$ cat src/rtl/lnrv_exu_flush_arb.sv
// Fixed-priority flush arbiter between EXU flush sources and the IFU: grants one
// channel, holds its operands until the IFU accepts. Optional LNRV_FLUSH_ARB_CNT_EN
// enables a saturating 16-bit completed-flush counter on flush_cnt.
module lnrv_exu_flush_arb #(
  parameter int CH_NUM = 4,
  parameter int PC_W   = 32
) (
  input  logic                     clk,
  input  logic                     reset,
  input  logic [CH_NUM-1:0]        flush_req,
  output logic [CH_NUM-1:0]        flush_ack,
  input  logic [CH_NUM*PC_W-1:0]   flush_pc_op1,
  input  logic [CH_NUM*PC_W-1:0]   flush_pc_op2,
  output logic                     pipe_flush_req,
  input  logic                     pipe_flush_ack,
  output logic [PC_W-1:0]          pipe_flush_pc_op1,
  output logic [PC_W-1:0]          pipe_flush_pc_op2,
  output logic [CH_NUM-1:0]        pipe_flush_src,
  output logic [15:0]              flush_cnt
);

  typedef enum logic {
    IDLE = 1'b0,
    HOLD = 1'b1
  } state_t;

  state_t            state;
  logic [CH_NUM-1:0] grant_oh;
  logic [PC_W-1:0]   grant_op1;
  logic [PC_W-1:0]   grant_op2;
  logic              ack_fire;

  // Walk from the top channel down so the lowest asserted index is the last
  // (and therefore winning) assignment.
  // NOTE: every always_comb output gets a default first, otherwise an idle
  // request vector would leave them unassigned and infer latches.
  always_comb begin
    grant_oh  = '0;
    grant_op1 = '0;
    grant_op2 = '0;
    for (int i = CH_NUM - 1; i >= 0; i--) begin
      if (flush_req[i]) begin
        grant_oh    = '0;
        grant_oh[i] = 1'b1;
        grant_op1   = flush_pc_op1[i*PC_W +: PC_W];
        grant_op2   = flush_pc_op2[i*PC_W +: PC_W];
      end
    end
  end

  assign ack_fire = (state == HOLD) && pipe_flush_ack;

  // NOTE: sequential state uses non-blocking assignments so every register
  // samples pre-edge values regardless of statement order.
  always_ff @(posedge clk) begin
    if (reset) begin
      state             <= IDLE;
      pipe_flush_req    <= 1'b0;
      pipe_flush_pc_op1 <= '0;
      pipe_flush_pc_op2 <= '0;
      pipe_flush_src    <= '0;
    end else begin
      case (state)
        IDLE: begin
          if (|flush_req) begin
            state             <= HOLD;
            pipe_flush_req    <= 1'b1;
            pipe_flush_pc_op1 <= grant_op1;
            pipe_flush_pc_op2 <= grant_op2;
            pipe_flush_src    <= grant_oh;
          end
        end
        HOLD: begin
          // No preemption: operands and source stay frozen until the IFU accepts.
          if (pipe_flush_ack) begin
            state          <= IDLE;
            pipe_flush_req <= 1'b0;
          end
        end
        default: begin
          state          <= IDLE;
          pipe_flush_req <= 1'b0;
        end
      endcase
    end
  end

  // Reset gates the ack so a flush discarded by reset is never acknowledged.
  assign flush_ack = (ack_fire && !reset) ? pipe_flush_src : '0;

`ifdef LNRV_FLUSH_ARB_CNT_EN
  logic [15:0] cnt_q;

  always_ff @(posedge clk) begin
    if (reset) begin
      cnt_q <= 16'h0000;
    end else if (ack_fire && (cnt_q != 16'hFFFF)) begin
      cnt_q <= cnt_q + 16'd1;
    end
  end

  assign flush_cnt = cnt_q;
`else
  assign flush_cnt = 16'h0000;
`endif

endmodule

$ cat config.mk
export PLATFORM = sky130hd
export DESIGN_NAME = lnrv_exu_flush_arb
export DESIGN_NICKNAME = d
export VERILOG_FILES = /design/src/rtl/lnrv_exu_flush_arb.sv
export SDC_FILE = /design/constraint.sdc
export NUM_CORES = 1
export LEC_CHECK = 0
export ABC_CLOCK_PERIOD_IN_PS = 2100
export BUFFER_PORTS_ARGS = -buffer_cell sky130_fd_sc_hd__buf_2
export CAP_MARGIN = 20
export CELL_PAD_IN_SITES_DETAIL_PLACEMENT = 0
export CELL_PAD_IN_SITES_GLOBAL_PLACEMENT = 1
export CORE_MARGIN = 4
export CORE_UTILIZATION = 27
export CTS_CLUSTER_DIAMETER = 30
export DETAILED_ROUTE_END_ITERATION = 8
export GPL_ROUTABILITY_DRIVEN = 0
export PLACE_DENSITY_LB_ADDON = 0.1
export SYNTH_ARGS = -nofsm -noshare
export SYNTH_HDL_FRONTEND = slang
export SYNTH_SLANG_ARGS = --single-unit
$ cat constraint.sdc
create_clock -name clk -period 2.1 [get_ports clk]
set_input_delay 0.315 -clock clk [delete_from_list [all_inputs] [get_ports clk]]
set_output_delay 0.315 -clock clk [all_outputs]
set_load 0.005 [all_outputs]
* After elaboration in Yosys (flattened, before gate mapping)
Cells that the tools add are included.
** Cells by class
- Equal/unequal tests :: 2
- Multiplexer cells :: 19
- Bitwise gates (word level) :: 1
- Reductions and logical operators :: 6
** Operators with widths (count)
- 32-bit 2-to-1 mux :: 8
- 4-bit 2-to-1 mux :: 5
- 1-bit 2-to-1 mux :: 4
- 2-bit != test, second input constant :: 2
- 1-bit case mux with 2 select lines :: 2
- 2-bit AND reduction :: 2
- 4-bit OR reduction :: 1
- 1-bit logical AND :: 2
- 1-bit zero test :: 1
- 1-bit NOT :: 1
** Word-level totals
- Bits in registers :: 70
- Input port bits :: 263
- Output and inout port bits :: 89
- Word-level logic and storage cells :: 33

* Depth between registers and ports, before layout
- Depth after elaboration :: 4
- Gate-level depth with buffers :: 6
- Mapped depth without buffers :: 3

* Worst setup path after synthesis
OpenSTA, ideal clock, no wires.
- Kind :: in2reg
- Start point :: input port flush_req[0]
- End point :: register pipe_flush_pc_op2[20]
- Library setup time :: 0.142 ns
- Data arrival time :: 1.462 ns
- Required time :: 1.958 ns
- Path slack :: 0.496 ns
- Cell stages on the path :: 6
- Buffers on the path :: 3
- Cells stage by stage :: buf_4 > or4_4 > buf_6 > buf_6 > a21oi_2 > a311oi_1
** Between the ends
- Longest elaborated chain between the ends :: 2
- Elaborated cells on any way between the ends :: 3
- Classes of those cells :: mux: 1; reduce/logical: 2
** RTL lines
- from (decl) :: RTL line 10 : input logic [CH_NUM-1:0] flush_req,
- 4-bit OR reduction :: RTL line 65 : if (|flush_req) begin
- 2-bit AND reduction (no source line)
- to (signal assigned) :: RTL line 69 : pipe_flush_pc_op2 <= grant_op2;
- to (decl) :: RTL line 17 : output logic [PC_W-1:0] pipe_flush_pc_op2,
Parallel ways exist; a longest one is shown, timed or not.
A chain may end at the register's enable or synchronous reset.

* Final worst setup path
- Start point :: register state
- End point :: output port flush_ack[2]
** Between the ends
- Longest elaborated chain between the ends :: 3
** RTL lines
- from (decl) :: RTL line 27 : state_t state;
- from (signal assigned) :: RTL line 57 : state <= IDLE;
- from (signal assigned) :: RTL line 66 : state <= HOLD;
- from (signal assigned) :: RTL line 76 : state <= IDLE;
- 1-bit logical AND :: RTL line 51 : assign ack_fire = (state == HOLD) && pipe_flush_ack;
- 1-bit logical AND :: RTL line 89 : assign flush_ack = (ack_fire && !reset) ? pipe_flush_src : '0;
- 4-bit 2-to-1 mux :: RTL line 89
- to (decl) :: RTL line 11 : output logic [CH_NUM-1:0] flush_ack,
Every way passes these cells.

==> qor.txt <==
GRT
-------------------------------------------------------------------------------------------------
Global-route wire length before repair                                                   30.84 mm
Vias in the first global route                                                              5,802
Maximum number of pins on one net before global-route repair                                  104
Congestion Overflow GR                                                                          0
Overall Global Routing Usage                                                               19.17%
Number of antenna violations at the first check in global routing                               1

FINAL LAYOUT
-------------------------------------------------------------------------------------------------
Fraction of final layout cells sized beyond drive strength 1                               40.65%
Final Non-Filler Cells                                                                      1,156
# nets final                                                                                1,189
Synth-to-layout area growth                                                                41.16%
Commonest non-fill, non-tap cells in the layout                                      buf_2, a21oi_1, nand2_1, dfxtp_1, nand3b_1
Most common cell after layout, fill and taps aside                                          buf_2
Post-layout instance area                                                            0.006862 mm²

STA
-------------------------------------------------------------------------------------------------
Transition at the pin with the smallest max-transition slack                            0.7799 ns
Setup repair after global routing missed its margin                                         false
Final-report setup violation count                                                              0
Min Tclk post-route                                                                      1.827 ns
Clock Skews                                                                           0.004447 ns
Summed negative setup slack over all endpoints                                               0 ns
Worst hold margin                                                                       0.2044 ns
Max Freq                                                                                547.5 MHz
Total count of hold-check failures in the final report                                          0
Period utilisation layout                                                                  86.98%
Final worst slack                                                                       0.2734 ns
Number of pins with negative max-slew slack in the final report                                 0
Max-slew headroom at the worst pin                                                         48.00%

RUN STATUS
-------------------------------------------------------------------------------------------------
Run status                                                                           complete, no violations

PLACE
-------------------------------------------------------------------------------------------------
Area of placed instances                                                             0.006590 mm²
Port Buffers                                                                                  335
Dpl cells                                                                                   1,140
Pre-CTS WS                                                                              0.2325 ns
Placed wire-length estimate after detailed placement                                     15.73 mm

SYNTHESIS
-------------------------------------------------------------------------------------------------
Simple-gate area share of the yosys netlist                                                17.37%
Flops & latches, synth                                                                         70
Number of distinct library cell variants in the gate-level netlist after synthesis             24
Sequential element share of the synthesized area                                           28.83%
Combinational family with the most area after synthesis                              compound AO/OA/AOI/OAI gates
Compound-Gate Fraction of Synth Area                                                       38.12%
Area of the mapped netlist                                                           0.004861 mm²
Ys Warns                                                                                        0
Post-synthesis adder-cell area fraction                                                        0%
Gate Count Post-Synth                                                                         639
Mean instance size in the synthesized netlist                                           7.607 µm²
Post-synthesis xor/xnor area fraction                                                          0%
Proportion of synthesized area in mux cells                                                    0%

RUN
-------------------------------------------------------------------------------------------------
Reported max-cap violation count                                                                0

POWER
-------------------------------------------------------------------------------------------------
Maximum vdd ir drop                                                                      352.5 µV
Total power divided by cell area                                                     590.5 mW/mm²
Leak Pwr                                                                              0.003350 µW

FLOORPLANNING
-------------------------------------------------------------------------------------------------
Number of placed I/O pins                                                                     352
Total number of placement rows                                                                 48
Full die area                                                                         0.02021 mm²
Die Width                                                                                142.2 µm
Die H                                                                                    142.2 µm
Initial Util                                                                               27.81%
Core area                                                                             0.01748 mm²

CLOCK TREE
-------------------------------------------------------------------------------------------------
Clock edge transition at the registers on the reported setup and hold paths               0.06 ns
Post-CTS sizing                                                                                 0
Total CTS buffers                                                                               9
CTS tree                                                                                    built
CTS Hold Bufs                                                                                   0
Number of buffers between clock root and the deepest sink                                       2
H-tree depth                                                                                    3
Number of setup buffers added after CTS                                                         0
Cell at the root of the clock tree                                                      clkbuf_16
Number of clock sinks                                                                          70
Skew-Pair Late Insertion Delay                                                            0.33 ns

CRITICAL PATH
-------------------------------------------------------------------------------------------------
Arrival time at the worst endpoint                                                        1.51 ns
Largest stage delay on the critical path                                                  0.55 ns
Max FO, Critical Path                                                                           9
Crit-path slowest cell                                                                    dfxtp_1
Setup CP Type                                                                        flop to output pin
Worst reg-to-reg path cell count                                                                3
CP required                                                                               1.78 ns
Worst Setup Start Kind                                                                       flop
Cell chain of the critical path                                                      nand2_1 -> nor2_1 -> and2_1 -> buf_2
Endpoint type of the worst setup path                                                  output pin

ROUTING
-------------------------------------------------------------------------------------------------
Initial DRC count                                                                             287
Wire length per cell after detailed routing                                              17.92 µm
WL final                                                                                 20.71 mm
Detail Route Antenna Nets                                                                       0
Vias                                                                                        5,880
DRC viols                                                                                       0
Number of search-and-repair iterations in the first detailed-routing pass                       4
Post-DR vias/cell                                                                           5.087

WORST HOLD PATH
-------------------------------------------------------------------------------------------------
Depth of the worst hold-timing path                                                             2
Hold WC Path Type                                                                    primary input to flop

## metrics by stage
stage	total power, µW	utilization (%)
floorplan	2136	-
global placement	2649	37.71
detailed placement	2670	37.71
CTS	4124	39.25
global route	4278	39.26
finish	4052	39.26
## worst max-delay path, delay by kind of cell (launching register included)
kind | cells | cell delay (ns)
flops | 1 | 0.55
simple gates | 3 | 0.52
buf+inv | 1 | 0.10
## worst paths after layout
kind	start	end	slack (ns)
hold / removal	pipe_flush_ack	state$_SDFF_PP0_	0.20
setup / recovery	state$_SDFF_PP0_	flush_ack[2]	0.27
hold reg to reg	pipe_flush_req$_SDFFE_PP0P_	pipe_flush_req$_SDFFE_PP0P_	0.45
setup reg to reg	state$_SDFF_PP0_	pipe_flush_pc_op1[13]$_SDFFE_PP0P_	0.46
## layout make-up
class | count | area, µm²
timing repair buffer | 351 | 1889
clock buffer | 14 | 264.0
tap | 225 | 281.5
multi-input combinational | 429 | 2774
inverter | 65 | 244.0
antenna | 1 | 2.502
sequential | 70 | 1401
clock inverter | 1 | 5.005
fill | 1868 | 10620
## state kept, by name, indices dropped and copies added, names as in the netlist
name and count:
pipe_flush_src 4, pipe_flush_pc_op2 32, pipe_flush_pc_op1 32, pipe_flush_req 1, state 1
## synthesized netlist by cell type (all sizes together)
library cell | instances | share of area, %
dfxtp | 70 | 29
a311oi | 64 | 12
conb | 1 | 0.077
a22o | 64 | 12
nor2 | 3 | 0.23
buf | 53 | 7.7
a221oi | 1 | 0.18
nand3b | 65 | 10
nor4 | 1 | 0.44
clkbuf | 37 | 2.9
nand2 | 70 | 5.4
or4 | 1 | 0.23
nor4b | 1 | 0.31
inv | 65 | 5.0
and2 | 4 | 0.51
o21ai | 4 | 0.41
a21oi | 133 | 14
nor3 | 2 | 0.21
## metal layers
metal | global-route usage (%) | vias to the layer above | wire length [µm]
li1 | - | 2877 | -
met1 | 22.27 | 2723 | 7834
met2 | 34.29 | 261 | 10500
met3 | 5.007 | 19 | 2003
met4 | 6.162 | 0 | 378
met5 | 0 | - | 0
## kinds of logic (layout without fill, tap and decap cells)
kind of cell	count (synthesis)	count (layout)
simple gates	147	147
flops	70	70
other cells	1	17
compound gates	266	266
buf+inv	155	431
## report_power, final
| group | leakage (µW) | total (µW) | switching (µW) | internal, µW |
|---|---|---|---|---|
| clock network | 0.000133 | 1420 | 566 | 857 |
| registers | 0.000583 | 1530 | 73.7 | 1460 |
| logic | 0.00263 | 1100 | 551 | 544 |
Power figures use the tool's default switching activity.
